`src/rtl/ex_mul_pkg.sv`:
```
// -----------------------------------------------------------------------------
// ex_mul_pkg
// Shared definitions for the EX-stage sequential multiplier:
//   - ALU control codes seen on ALU_Control_EX
//   - FSM state encoding of the sequencer
//   - iteration-count constants and a helper deriving ITER from the width
// Build option: MUL_RADIX4_EN selects radix-4 (two multiplier bits per step).
// -----------------------------------------------------------------------------
package ex_mul_pkg;

   // ALU control codes
   localparam logic [3:0] ALU_AND     = 4'b0000;
   localparam logic [3:0] ALU_OR      = 4'b0001;
   localparam logic [3:0] ALU_ADD     = 4'b0010;
   localparam logic [3:0] ALU_UNKNOWN = 4'b0011;
   localparam logic [3:0] ALU_SUB     = 4'b0110;
   localparam logic [3:0] ALU_SLT     = 4'b0111;
   localparam logic [3:0] ALU_MUL     = 4'b1111;

   // Sequencer states
   typedef enum logic [1:0] {
      ST_IDLE = 2'd0,
      ST_BUSY = 2'd1,
      ST_DONE = 2'd2
   } mul_state_t;

   // Iteration counts for the default 32-bit width
   localparam int ITER_RADIX2 = 32;
   localparam int ITER_RADIX4 = 16;

   // Number of BUSY cycles for a given operand width in the selected build
   function automatic int iter_for_width(input int width);
`ifdef MUL_RADIX4_EN
      return width / 2;
`else
      return width;
`endif
   endfunction

endpackage

```
`src/rtl/ex_mul_datapath.sv`:
```
// -----------------------------------------------------------------------------
// ex_mul_datapath
// Shift-add multiplier datapath: multiplicand/multiplier shift registers and
// the accumulator adder. Product is kept modulo 2^WIDTH, so only WIDTH bits
// of the shifted multiplicand are retained.
// Build option: MUL_RADIX4_EN -> two multiplier bits consumed per step
// (adds 0, 1x, 2x or 3x the multiplicand); otherwise one bit per step.
// Ports:
//   i_clk     clock
//   i_rst_n   asynchronous active-low reset, clears all registers
//   i_load    capture operands and clear accumulator
//   i_step    perform one shift-add step
//   i_mcand   multiplicand
//   i_mplier  multiplier
//   o_acc     accumulator (low WIDTH bits of the running product)
// -----------------------------------------------------------------------------
module ex_mul_datapath #(
   parameter int WIDTH = 32
) (
   input  logic             i_clk,
   input  logic             i_rst_n,
   input  logic             i_load,
   input  logic             i_step,
   input  logic [WIDTH-1:0] i_mcand,
   input  logic [WIDTH-1:0] i_mplier,
   output logic [WIDTH-1:0] o_acc
);

   logic [WIDTH-1:0] r_mcand;
   logic [WIDTH-1:0] r_mplier;
   logic [WIDTH-1:0] r_acc;

   logic [WIDTH-1:0] w_partial;
   logic [WIDTH-1:0] w_mcand_next;
   logic [WIDTH-1:0] w_mplier_next;

`ifdef MUL_RADIX4_EN
   // Partial product selected by the two low multiplier bits; 3x wraps like
   // every other addition in this datapath.
   always_comb begin
      w_partial = '0;
      case (r_mplier[1:0])
         2'b01:   w_partial = r_mcand;
         2'b10:   w_partial = r_mcand << 1;
         2'b11:   w_partial = r_mcand + (r_mcand << 1);
         default: w_partial = '0;
      endcase
   end
   assign w_mcand_next  = r_mcand << 2;
   assign w_mplier_next = r_mplier >> 2;
`else
   assign w_partial     = r_mplier[0] ? r_mcand : '0;
   assign w_mcand_next  = r_mcand << 1;
   assign w_mplier_next = r_mplier >> 1;
`endif

   always_ff @(posedge i_clk or negedge i_rst_n) begin
      if (!i_rst_n) begin
         r_mcand  <= '0;
         r_mplier <= '0;
         r_acc    <= '0;
      end else if (i_load) begin
         r_mcand  <= i_mcand;
         r_mplier <= i_mplier;
         r_acc    <= '0;
      end else if (i_step) begin
         r_acc    <= r_acc + w_partial;
         r_mcand  <= w_mcand_next;
         r_mplier <= w_mplier_next;
      end
   end

   assign o_acc = r_acc;

endmodule

```
`src/rtl/ex_mul_sequencer.sv`:
```
// -----------------------------------------------------------------------------
// ex_mul_sequencer
// EX-stage multicycle multiplier control: IDLE/BUSY/DONE FSM plus iteration
// counter, driving the ex_mul_datapath shift-add engine.
// Build option: MUL_RADIX4_EN -> ITER = WIDTH/2, otherwise ITER = WIDTH.
// Ports:
//   Clk             clock, rising edge
//   Reset_L         asynchronous active-low reset
//   ALU_Control_EX  EX ALU code; ALU_MUL starts a multiply from IDLE
//   Operand_A_EX    multiplicand
//   Operand_B_EX    multiplier
//   Flush_EX        squash EX instruction (abandons BUSY/DONE, wins over hold)
//   Hold_EX         external hold; keeps DONE (and its result) in place
//   Stall_Mul_EX    stall request: start cycle plus every BUSY cycle
//   Mul_Result_EX   low WIDTH bits of product, valid in DONE, else 0
//   Mul_Valid_EX    high only in DONE
// Timing: start in cycle T, BUSY for T+1..T+ITER, DONE from T+ITER+1.
// -----------------------------------------------------------------------------
module ex_mul_sequencer
   import ex_mul_pkg::*;
#(
   parameter int WIDTH = 32
) (
   input  logic             Clk,
   input  logic             Reset_L,
   input  logic [3:0]       ALU_Control_EX,
   input  logic [WIDTH-1:0] Operand_A_EX,
   input  logic [WIDTH-1:0] Operand_B_EX,
   input  logic             Flush_EX,
   input  logic             Hold_EX,
   output logic             Stall_Mul_EX,
   output logic [WIDTH-1:0] Mul_Result_EX,
   output logic             Mul_Valid_EX
);

   localparam int ITER = iter_for_width(WIDTH);
   localparam int CW   = $clog2(ITER + 1);

   mul_state_t       r_state;
   logic [CW-1:0]    r_count;
   logic             r_busy;
   logic             r_valid;

   logic             w_start;
   logic             w_step;
   logic [WIDTH-1:0] w_acc;

   assign w_start = (r_state == ST_IDLE) && (ALU_Control_EX == ALU_MUL) && !Flush_EX;
   // A flushed BUSY cycle does not step; the partial result is discarded anyway.
   assign w_step  = (r_state == ST_BUSY) && !Flush_EX;

   always_ff @(posedge Clk or negedge Reset_L) begin
      if (!Reset_L) begin
         r_state <= ST_IDLE;
         r_count <= '0;
         r_busy  <= 1'b0;
         r_valid <= 1'b0;
      end else begin
         case (r_state)
            ST_IDLE: begin
               if (w_start) begin
                  r_state <= ST_BUSY;
                  r_count <= CW'(ITER);
                  r_busy  <= 1'b1;
               end
            end
            ST_BUSY: begin
               if (Flush_EX) begin
                  r_state <= ST_IDLE;
                  r_count <= '0;
                  r_busy  <= 1'b0;
               end else begin
                  r_count <= r_count - CW'(1);
                  // Last of ITER steps: the accumulator is final after this edge.
                  if (r_count == CW'(1)) begin
                     r_state <= ST_DONE;
                     r_busy  <= 1'b0;
                     r_valid <= 1'b1;
                  end
               end
            end
            ST_DONE: begin
               // Never restart from DONE; a following mul starts from IDLE.
               if (Flush_EX || !Hold_EX) begin
                  r_state <= ST_IDLE;
                  r_valid <= 1'b0;
               end
            end
            default: begin
               r_state <= ST_IDLE;
               r_count <= '0;
               r_busy  <= 1'b0;
               r_valid <= 1'b0;
            end
         endcase
      end
   end

   ex_mul_datapath #(
      .WIDTH (WIDTH)
   ) u_datapath (
      .i_clk    (Clk),
      .i_rst_n  (Reset_L),
      .i_load   (w_start),
      .i_step   (w_step),
      .i_mcand  (Operand_A_EX),
      .i_mplier (Operand_B_EX),
      .o_acc    (w_acc)
   );

   // Start-cycle stall is combinational so the mul holds in EX immediately.
   assign Stall_Mul_EX  = r_busy | w_start;
   assign Mul_Valid_EX  = r_valid;
   assign Mul_Result_EX = r_valid ? w_acc : '0;

endmodule

```
`config.mk`:
```
export PLATFORM = sky130hd
export DESIGN_NAME = ex_mul_sequencer
export DESIGN_NICKNAME = d
export VERILOG_FILES = /design/src/rtl/ex_mul_pkg.sv /design/src/rtl/ex_mul_datapath.sv /design/src/rtl/ex_mul_sequencer.sv
export SDC_FILE = /design/constraint.sdc
export NUM_CORES = 1
export LEC_CHECK = 0
export ABC_AREA = 1
export BUFFER_PORTS_ARGS = -buffer_cell sky130_fd_sc_hd__buf_2
export CAP_MARGIN = 20
export CORE_ASPECT_RATIO = 0.7
export CORE_MARGIN = 2
export CORE_UTILIZATION = 30
export CTS_CLUSTER_SIZE = 28
export DETAILED_ROUTE_END_ITERATION = 8
export PLACE_DENSITY = 0.5
export SYNTH_ARGS = -nofsm -noshare
export SYNTH_HDL_FRONTEND = slang
export SYNTH_SLANG_ARGS = --single-unit
```
`constraint.sdc`:
```
create_clock -name Clk -period 2.05 [get_ports Clk]
set_input_delay 0.205 -clock Clk [delete_from_list [all_inputs] [get_ports Clk]]
set_output_delay 0.205 -clock Clk [all_outputs]
set_load 0.1 [all_outputs]
```
=== After elaboration in Yosys (flattened, before gate mapping) ===
Index checks and enable logic that the tools add are counted.

* Bitwise logic cells: 3
* Equal/unequal tests: 9
* $add $sub $neg: 2
* Muxes and demuxes: 24
* Reduce and logical (&&, ||, !) cells: 12

{| class="wikitable"
|+ Operator list
! operator !! number
|-
| 32-bit two-way mux || 8
|-
| 32-bit adder || 1
|-
| 6-bit case mux with 3 select lines || 1
|-
| 6-bit two-way mux || 2
|-
| 2-bit two-way mux || 4
|-
| 6-bit by 1-bit == test with 1-bit output, second input constant || 1
|-
| 1-bit two-way mux || 6
|-
| 2-bit != test, second input constant || 3
|-
| 1-bit case mux with 3 select lines || 2
|-
| 2-bit case mux with 3 select lines || 1
|-
| 3-bit AND reduction || 2
|-
| 6-bit by 1-bit subtractor with 6-bit output, second input constant || 1
|-
| 4-bit == test, second input constant || 1
|-
| 4-bit AND reduction || 1
|-
| 1-bit logical AND || 3
|-
| 3-bit by 2-bit != test with 1-bit output, second input constant || 1
|-
| 2-bit by 1-bit == test with 1-bit output, second input constant || 1
|-
| 2-bit == test, second input constant || 1
|-
| 1-bit zero test || 2
|-
| 2-bit zero test || 1
|-
| 2-bit by 1-bit != test with 1-bit output, second input constant || 1
|-
| 1-bit inverter || 2
|-
| 2-bit AND reduction || 1
|-
| 2-bit nonzero test || 1
|-
| 2 further kinds || 2
|}

* Word-level logic and storage cells: 57
* Bits of input ports: 72
* Output and inout bits: 34
* Flip-flop bits (word level): 106

=== Longest topological paths before layout ===
Gate-level depths: netlist (run 1).

* Depth after elaboration: 5
* Mapped depth: 16
* Mapped depth without buffers: 15

=== Modules after synthesis ===
Synthesis (run 1) repeated with hierarchy kept, for this count alone.

* Cell total of the unflattened synthesis: 1104
* Area total of the unflattened synthesis: 7732.4 µm²

{| class="wikitable"
|+ Modules (own cells, without submodules)
! module !! instances !! area each (µm²) !! cells an instance !! seq. area each (µm²)
|-
| ex_mul_datapath || 1 || 6886.6 || 960 || 2402.3
|-
| ex_mul_sequencer || 1 || 845.8 || 144 || 250.2
|}

=== Least setup slack after synthesis (run 1) ===
Ideal clock, no wire load.

* Path kind: reg-to-output
* Start point: reg r_valid, in the netlist Mul_Valid_EX
* End point: out Mul_Result_EX[10]
* Setup slack: -0.254 ns
* Data arrival time: 2.099 ns
* Data required time: 1.845 ns
* Stages on the path, launching flop included: 5
* Path buffers: 2
* Cells stage by stage: dfrtp_1 clkbuf_1 clkbuf_1 nand2_1 inv_1

* Longest elaborated chain between the ends: 1

{| class="wikitable"
|+ RTL lines
! element !! RTL line !! source
|-
| start, declared || ex_mul_sequencer.sv:42 || <nowiki>logic r_valid;</nowiki>
|-
| start signal, assigned || ex_mul_sequencer.sv:57 || <nowiki>r_valid <= 1'b0;</nowiki>
|-
| start signal, assigned || ex_mul_sequencer.sv:78 || <nowiki>r_valid <= 1'b1;</nowiki>
|-
| start signal, assigned || ex_mul_sequencer.sv:86 || <nowiki>r_valid <= 1'b0;</nowiki>
|-
| 32-bit two-way mux || ex_mul_sequencer.sv:114 || <nowiki>assign Mul_Result_EX = r_valid ? w_acc : '0;</nowiki>
|-
| end, declared || ex_mul_sequencer.sv:32 || <nowiki>output logic [WIDTH-1:0] Mul_Result_EX,</nowiki>
|}

Every way passes these cells.

=== Worst setup path after layout (run 1) ===
* Start point: reg u_datapath.r_mplier[0]
* End point: reg u_datapath.r_acc[22], in the netlist u_datapath.o_acc[22]

* Longest elaborated chain between the ends: 4

{| class="wikitable"
|+ RTL lines
! element !! RTL line !! source
|-
| start, declared || ex_mul_datapath.sv:30 || <nowiki>logic [WIDTH-1:0] r_mplier;</nowiki>
|-
| start signal, assigned || ex_mul_datapath.sv:64 || <nowiki>r_mplier <= i_mplier;</nowiki>
|-
| start signal, assigned || ex_mul_datapath.sv:69 || <nowiki>r_mplier <= w_mplier_next;</nowiki>
|-
| 32-bit two-way mux || ex_mul_datapath.sv:52 || <nowiki>assign w_partial = r_mplier[0] ? r_mcand : '0;</nowiki>
|-
| 32-bit adder || ex_mul_datapath.sv:67 || <nowiki>r_acc <= r_acc + w_partial;</nowiki>
|-
| 32-bit two-way mux || ex_mul_datapath.sv:66 || <nowiki>end else if (i_step) begin</nowiki>
|-
| 32-bit two-way mux || ex_mul_datapath.sv:62 || <nowiki>end else if (i_load) begin</nowiki>
|-
| end signal, assigned || ex_mul_datapath.sv:67 ||
|-
| end, declared || ex_mul_datapath.sv:31 || <nowiki>logic [WIDTH-1:0] r_acc;</nowiki>
|}

Every way passes these cells. The select of a mux whose other input is x is not followed.
A chain may end at the register's enable or synchronous reset.

==> impl_metrics.env, run 1 <==
export IMPL_dp_cells=1571
export IMPL_syn_num_nets=1224
export IMPL_instances_no_fill=1592
export IMPL_firstDrtPassIters=5
export IMPL_finalInstanceArea_um2=9630
export IMPL_tritoncts="done"
export IMPL_root_buffer="clkbuf_16"
export IMPL_cts_sinks=106
export IMPL_whs_ns=0.0488
export IMPL_vias=7194
export IMPL_yosysSeqAreaShare_pct=36.5
export IMPL_clock_skew_ns=0.00838
export IMPL_die_area_um2=25500
export IMPL_syn_area_per_cell_um2=6.51
export IMPL_ios=106
export IMPL_drv_slew=0
export IMPL_required_ns=2.30
export IMPL_core_area_um2=23700
export IMPL_numCtsBuffers=9
export IMPL_maxSlewHeadroom_pct=64.0
export IMPL_rsz0062_at_grt="yes"
export IMPL_wire_per_inst_um=14.2
export IMPL_max_cap_violations=0
export IMPL_yosys_warnings=0
export IMPL_worstMarginPinSlew_ns=0.540
export IMPL_htreeDepth=3
export IMPL_dp_final_hpwl_um=17000
export IMPL_ir_worst_vdd_mv=0.391
export IMPL_ys_ff_latch=106
export IMPL_worst_slack_ns=-0.0421
export IMPL_drive_gt1_share_pct=25.4
export IMPL_cts_buffer_depth=2
export IMPL_die_h_um=134
export IMPL_cellLeakagePower_nw=5.48
export IMPL_rows=47
export IMPL_gp_congestion=0.867
export IMPL_end_kind="flip-flop"
export IMPL_path_clk_slew_ns=0.08
export IMPL_netlist_area_um2=7280
export IMPL_clock_latency_ns=0.36
export IMPL_portBuffers=105
export IMPL_fill_cells=2556
export IMPL_hold_violations=0
export IMPL_grt_pass1_wl_um=36900
export IMPL_cp_max_fo=6
export IMPL_routed_wl_um=22600
export IMPL_setup_viol=5
export IMPL_critPathKind="flip-flop to flip-flop"
export IMPL_synth_distinct_cells=33
export IMPL_crit_path_cell_trace="buf_4 > nand2_1 > inv_1 > ha_4 > nand2_2 > buf_4 > nor3_1 > nand2_1 > nand2_2 > nand2_1 > nand2_1 > nand2_1 > nand3_1 > nand2_1"
export IMPL_cpPeakStageDelay_ns=0.45
export IMPL_crit_slowest_cell="dfrtp_2"
export IMPL_crit_arrival_ns=2.34
export IMPL_p_per_area_nw_per_um2=995
export IMPL_max_freq_ghz=0.478
export IMPL_drc=0
export IMPL_fin_crit_ns=2.09
export IMPL_gr_total_overflow=0
export IMPL_grt_start_max_net_pins=53
export IMPL_multi_input_area_um2=4230
export IMPL_grt_pass1_vias=7044
export IMPL_regArea_um2=2660
export IMPL_viasPerCell=4.52
export IMPL_area_delta_synth_final_pct=32.4
export IMPL_netlist_instances=1118
export IMPL_antenna_found_initial=5
export IMPL_ant_nets=0
export IMPL_hold_class="input port to flip-flop"
export IMPL_nNetsFinal=1375
export IMPL_start_util_pct=30.7
export IMPL_track_usage_pct=18.5
export IMPL_outcome="finished, violations left"
export IMPL_r2r_slack_ns=-0.04
export IMPL_drt_iter0_drc=457
export IMPL_cp_common_cell="nand2_1"
export IMPL_crit_path_start_kind="flip-flop"
export IMPL_violations="setup timing"
export IMPL_fin_crit_sh_pct=102
export IMPL_place_area_um2=8650
export IMPL_die_w_um=190
cells in the mapped netlist (all sizes together):
master | number | area share (%)
a21o | 1 | 0.10
a21oi | 35 | 2.4
a22o | 2 | 0.24
a31oi | 1 | 0.086
and2 | 2 | 0.17
buf | 17 | 1.3
clkbuf | 18 | 0.93
clkinv | 1 | 0.069
dfrtp | 106 | 36
fa | 1 | 0.28
ha | 33 | 5.7
inv | 234 | 12
nand2 | 464 | 24
nand3 | 58 | 4.1
nand4 | 6 | 0.52
nor2 | 50 | 2.6
nor3 | 6 | 0.41
o211ai | 4 | 0.41
o21ai | 27 | 2.0
o21bai | 3 | 0.31
o221ai | 41 | 4.9
o22ai | 1 | 0.086
o31ai | 1 | 0.10
xnor2 | 3 | 0.36
xor2 | 3 | 0.36
stage by stage:
| stage | setup TNS, ns | setup WS (ns) | util (%) | power [mW] |
|---|---|---|---|---|
| floorplan | 0 | 0.00504 | - | 5.71 |
| CTS | -0.308 | -0.0583 | 39.5 | 9.38 |
| detailed placement | -3.24 | -0.295 | 36.5 | 7.09 |
| finish | -0.0605 | -0.0421 | 40.6 | 9.58 |
| global placement | -2.51 | -0.272 | 36.5 | 7.09 |
| global route | -2.56 | -0.206 | 40.6 | 10.3 |
timing repair:
action / 4_1_cts / 5_1_grt
hold endpoints to repair: 35 / 0
endpoints found under the setup margin: 25 / 25
buffers inserted: 1 / 3
hold buffers: 1 / 0
pin swaps: 3 / 7
gates resized for setup: 68 / 82
cell families (layout without fill, tap and decap cells):
logic type,after synthesis,in the layout,share of synthesized area (%)
fa+ha+maj,34,34,5.95
buf+inv,270,425,14.3
flops,106,106,36.5
simple gates,586,586,31.8
xor+xnor,6,6,0.722
compound gates,116,116,10.7
other cells,0,1,0
final cells by class:
type                    instances  share of cell area, %
diodes                          1                 0.0260
flip-flops and latches        106                   27.6
clock buffers                  11                   2.62
clock inverters                 4                  0.416
well taps                     318                   4.13
repair buffers                175                   12.1
multi-input cells             742                   43.9
inverters                     235                   9.17
report_power, final:
group          switching (mW)  internal [mW]  leakage [nW]  total, mW
Clock                   0.883          0.914         0.146       1.80
Sequential              0.555           2.73          1.36       3.29
Combinational            2.74           1.76          3.97       4.50
Total                    4.18           5.40          5.48       9.58
metal layers:
layer	share of wire [%]	vias to the layer above	global-route usage [%]
li1	-	3744	-
met4	1.5	4	4.48
met5	0.11	-	0
met2	39	135	26.1
met3	5.3	25	4.21
met1	54	3286	28.0
cell usage in the layout (no fill, tap or decap), types with 3 or more instances in the layout:
cell,count
nand2_4,8
dfrtp_1,104
xor2_1,3
nor2_4,7
nor2_2,10
clkbuf_16,9
buf_2,104
xnor2_1,3
nor3_2,4
o211ai_1,4
a21oi_1,29
o21ai_0,16
nand2_2,40
nor2_1,33
nand3_1,48
a21oi_2,6
o221ai_1,41
ha_4,26
buf_4,61
o21ai_1,9
nand2_1,416
inv_1,220
ha_1,5
buf_12,9
nand3_2,10
nand4_1,6
inv_2,14
o21bai_1,3
path summary, 6_finish.rpt:
check / cells past startpoint / to / start
max: 14 / u_datapath.o_acc[22] / u_datapath.r_mplier[0]
min: 3 / u_datapath.r_mplier[20] / Operand_B_EX[20]
max reg2reg: 14 / u_datapath.o_acc[22] / u_datapath.r_mplier[0]
min reg2reg: 2 / u_datapath.r_mplier[3] / u_datapath.r_mplier[3]
max in group asynchronous: 3 / u_datapath.r_mplier[12] / Reset_L
min in group asynchronous: 2 / u_datapath.o_acc[7] / Reset_L
worst max-delay path, delay by kind of cell (launching register included):
| kind | cells | cell delay [ns] |
|---|---|---|
| fa+ha+maj | 1 | 0.30 |
| buf+inv | 3 | 0.39 |
| flops | 1 | 0.45 |
| simple gates | 10 | 0.84 |
state kept, by name, indices dropped and copies added (netlist names):
register	flops
u_datapath.o_acc	32
u_datapath.r_mcand	32
u_datapath.r_mplier	32
r_count	6
r_state	2
Mul_Valid_EX	1
r_busy	1
Power figures use the tool's default switching activity.
==> run 2: changes to the inputs <==
--- a/config.mk
+++ b/config.mk
@@ -6,7 +6,7 @@
 export NUM_CORES = 1
 export LEC_CHECK = 0
 export ABC_AREA = 1
-export BUFFER_PORTS_ARGS = -buffer_cell sky130_fd_sc_hd__buf_2
+export BUFFER_PORTS_ARGS = -buffer_cell sky130_fd_sc_hd__buf_4
 export CAP_MARGIN = 20
 export CORE_ASPECT_RATIO = 0.7
 export CORE_MARGIN = 2
==> impl_metrics.env, run 2 (synthesis gave the netlist of run 1 again) <==
export IMPL_numCtsBuffers=9
export IMPL_post_place_ws_ns=-0.288
export IMPL_gr_total_overflow=0
export IMPL_root_buffer="clkbuf_16"
export IMPL_setup_viol=4
export IMPL_num_antenna_cells=0
export IMPL_wire_per_inst_um=14.2
export IMPL_final_common_cell="nand2_1"
export IMPL_critPathKind="flip-flop to flip-flop"
export IMPL_die_w_um=190
export IMPL_drt_iter0_drc=378
export IMPL_final_cell_mix="422 x nand2_1, 213 x inv_1, 164 x buf_4, 104 x dfrtp_1, 49 x nand3_1"
export IMPL_instances_no_fill=1592
export IMPL_worst_slack_ns=-0.0727
export IMPL_cts_buffer_depth=2
export IMPL_drive_gt1_share_pct=25.5
export IMPL_end_kind="flip-flop"
export IMPL_grt_pass1_wl_um=36500
export IMPL_r2r_start="u_datapath.r_mplier[0]"
export IMPL_violations="setup timing"
export IMPL_whs_ns=0.0480
export IMPL_hold_violations=0
export IMPL_grt_pass1_vias=6920
export IMPL_worstMarginPinSlew_ns=0.401
export IMPL_drc=0
export IMPL_finalPower_mw=9.66
export IMPL_drv_slew=0
export IMPL_regArea_um2=2660
export IMPL_start_util_pct=30.7
export IMPL_outcome="finished, violations left"
export IMPL_rsz0062_at_grt="yes"
export IMPL_tritoncts="done"
export IMPL_rows=47
export IMPL_routed_wl_um=22600
export IMPL_required_ns=2.31
export IMPL_htreeDepth=3
export IMPL_ir_worst_vdd_mv=0.394
export IMPL_track_usage_pct=18.2
export IMPL_fill_cells=2523
export IMPL_die_area_um2=25500
export IMPL_multi_input_area_um2=4210
export IMPL_crit_path_start_kind="flip-flop"
export IMPL_crit_arrival_ns=2.38
export IMPL_grt_start_max_net_pins=53
export IMPL_p_per_area_nw_per_um2=979
export IMPL_rr_worst_depth=14
export IMPL_antenna_found_initial=0
export IMPL_cts_sinks=106
export IMPL_path_clk_slew_ns=0.08
export IMPL_cellLeakagePower_nw=5.53
export IMPL_r2r_slack_ns=-0.07
export IMPL_clock_latency_ns=0.36
export IMPL_dp_cells=1571
export IMPL_fin_crit_ns=2.12
export IMPL_endpoint="u_datapath.o_acc[28]"
export IMPL_max_freq_ghz=0.471
export IMPL_gp_congestion=0.888
export IMPL_hold_class="input port to flip-flop"
export IMPL_nNetsFinal=1375
export IMPL_ios=106
export IMPL_die_h_um=134
export IMPL_vias=7106
export IMPL_cp_max_fo=24
export IMPL_portBuffers=105
export IMPL_viasPerCell=4.46
export IMPL_clock_skew_ns=0.00738
export IMPL_dp_final_hpwl_um=17300
export IMPL_maxSlewHeadroom_pct=73.2
export IMPL_r2r_end="u_datapath.o_acc[28]"
export IMPL_firstDrtPassIters=5
export IMPL_max_cap_violations=0
export IMPL_fin_crit_sh_pct=104
export IMPL_core_area_um2=23700
export IMPL_ant_nets=0
export IMPL_crit_path_start="u_datapath.r_mplier[0]"
export IMPL_final_util_pct=41.7
export IMPL_area_delta_synth_final_pct=35.8
==> run 2: metrics by stage <==
| step | cell area [µm²] | setup TNS (ns) |
|---|---|---|
| after floorplan | 7280 | 0 |
| after global placement | 8920 | -2.84 |
| after detailed placement | 8920 | -3.36 |
| after CTS | 9630 | -0.138 |
| after global routing | 9880 | -2.11 |
| final | 9880 | -0.213 |
==> run 2: worst min-delay path by stage <==
stage	depth (start not counted)	start	to	slack [ns]
2_1_floorplan	0	Reset_L	Mul_Valid_EX	-0.09
3_3_place_gp	1	Reset_L	u_datapath.o_acc[5]	0.17
3_5_place_dp	1	Reset_L	u_datapath.o_acc[5]	0.17
4_1_cts	3	Operand_B_EX[22]	u_datapath.r_mplier[22]	0.04
5_1_grt	3	Operand_B_EX[26]	u_datapath.r_mplier[26]	0.05
6_report	3	Operand_B_EX[24]	u_datapath.r_mplier[24]	0.05
==> run 2: repair_timing <==
action / CTS / global route
setup endpoints to repair: 26 / 26
setup buffers: 0 / 4
hold endpoints to repair: 20 / 0
gates resized for setup: 68 / 80
hold buffers: 1 / 0
pin swaps: 3 / 9
==> run 2: cell type report <==
cell class              count  share of cell area, %
flip-flops and latches    106                   26.9
clock buffers               9                   2.28
clock inverters             7                  0.633
inverters                 235                   8.94
well taps                 318                   4.03
repair buffers            175                   14.6
multi-input cells         742                   42.6
==> run 2: metal layers <==
| metal | part of all wire, % | vias to the layer above | global-route usage, % |
|---|---|---|---|
| met5 | 0 | - | 0 |
| met4 | 0.90 | 0 | 3.32 |
| met3 | 6.3 | 15 | 4.58 |
| met2 | 40 | 122 | 25.9 |
| met1 | 53 | 3231 | 27.6 |
| li1 | - | 3738 | - |
==> run 2: report_power, final <==
part	switching [mW]	internal (mW)	leakage [nW]	total, mW
registers	0.584	2.73	1.36	3.32
logic	2.73	1.86	4.03	4.59
clock network	0.907	0.851	0.141	1.76
total	4.22	5.44	5.53	9.66
==> run 2: critical path: stages (launching register included) <==
cell	delay, ns
dfrtp_2	0.45
buf_12	0.17
nand2_1	0.08
inv_1	0.09
ha_4	0.30
nand2_1	0.09
inv_2	0.08
nand2_1	0.08
nor3_2	0.22
and2_1	0.15
nand2_1	0.08
nand2_1	0.07
nand2_1	0.04
nand3_1	0.06
nand2_1	0.05
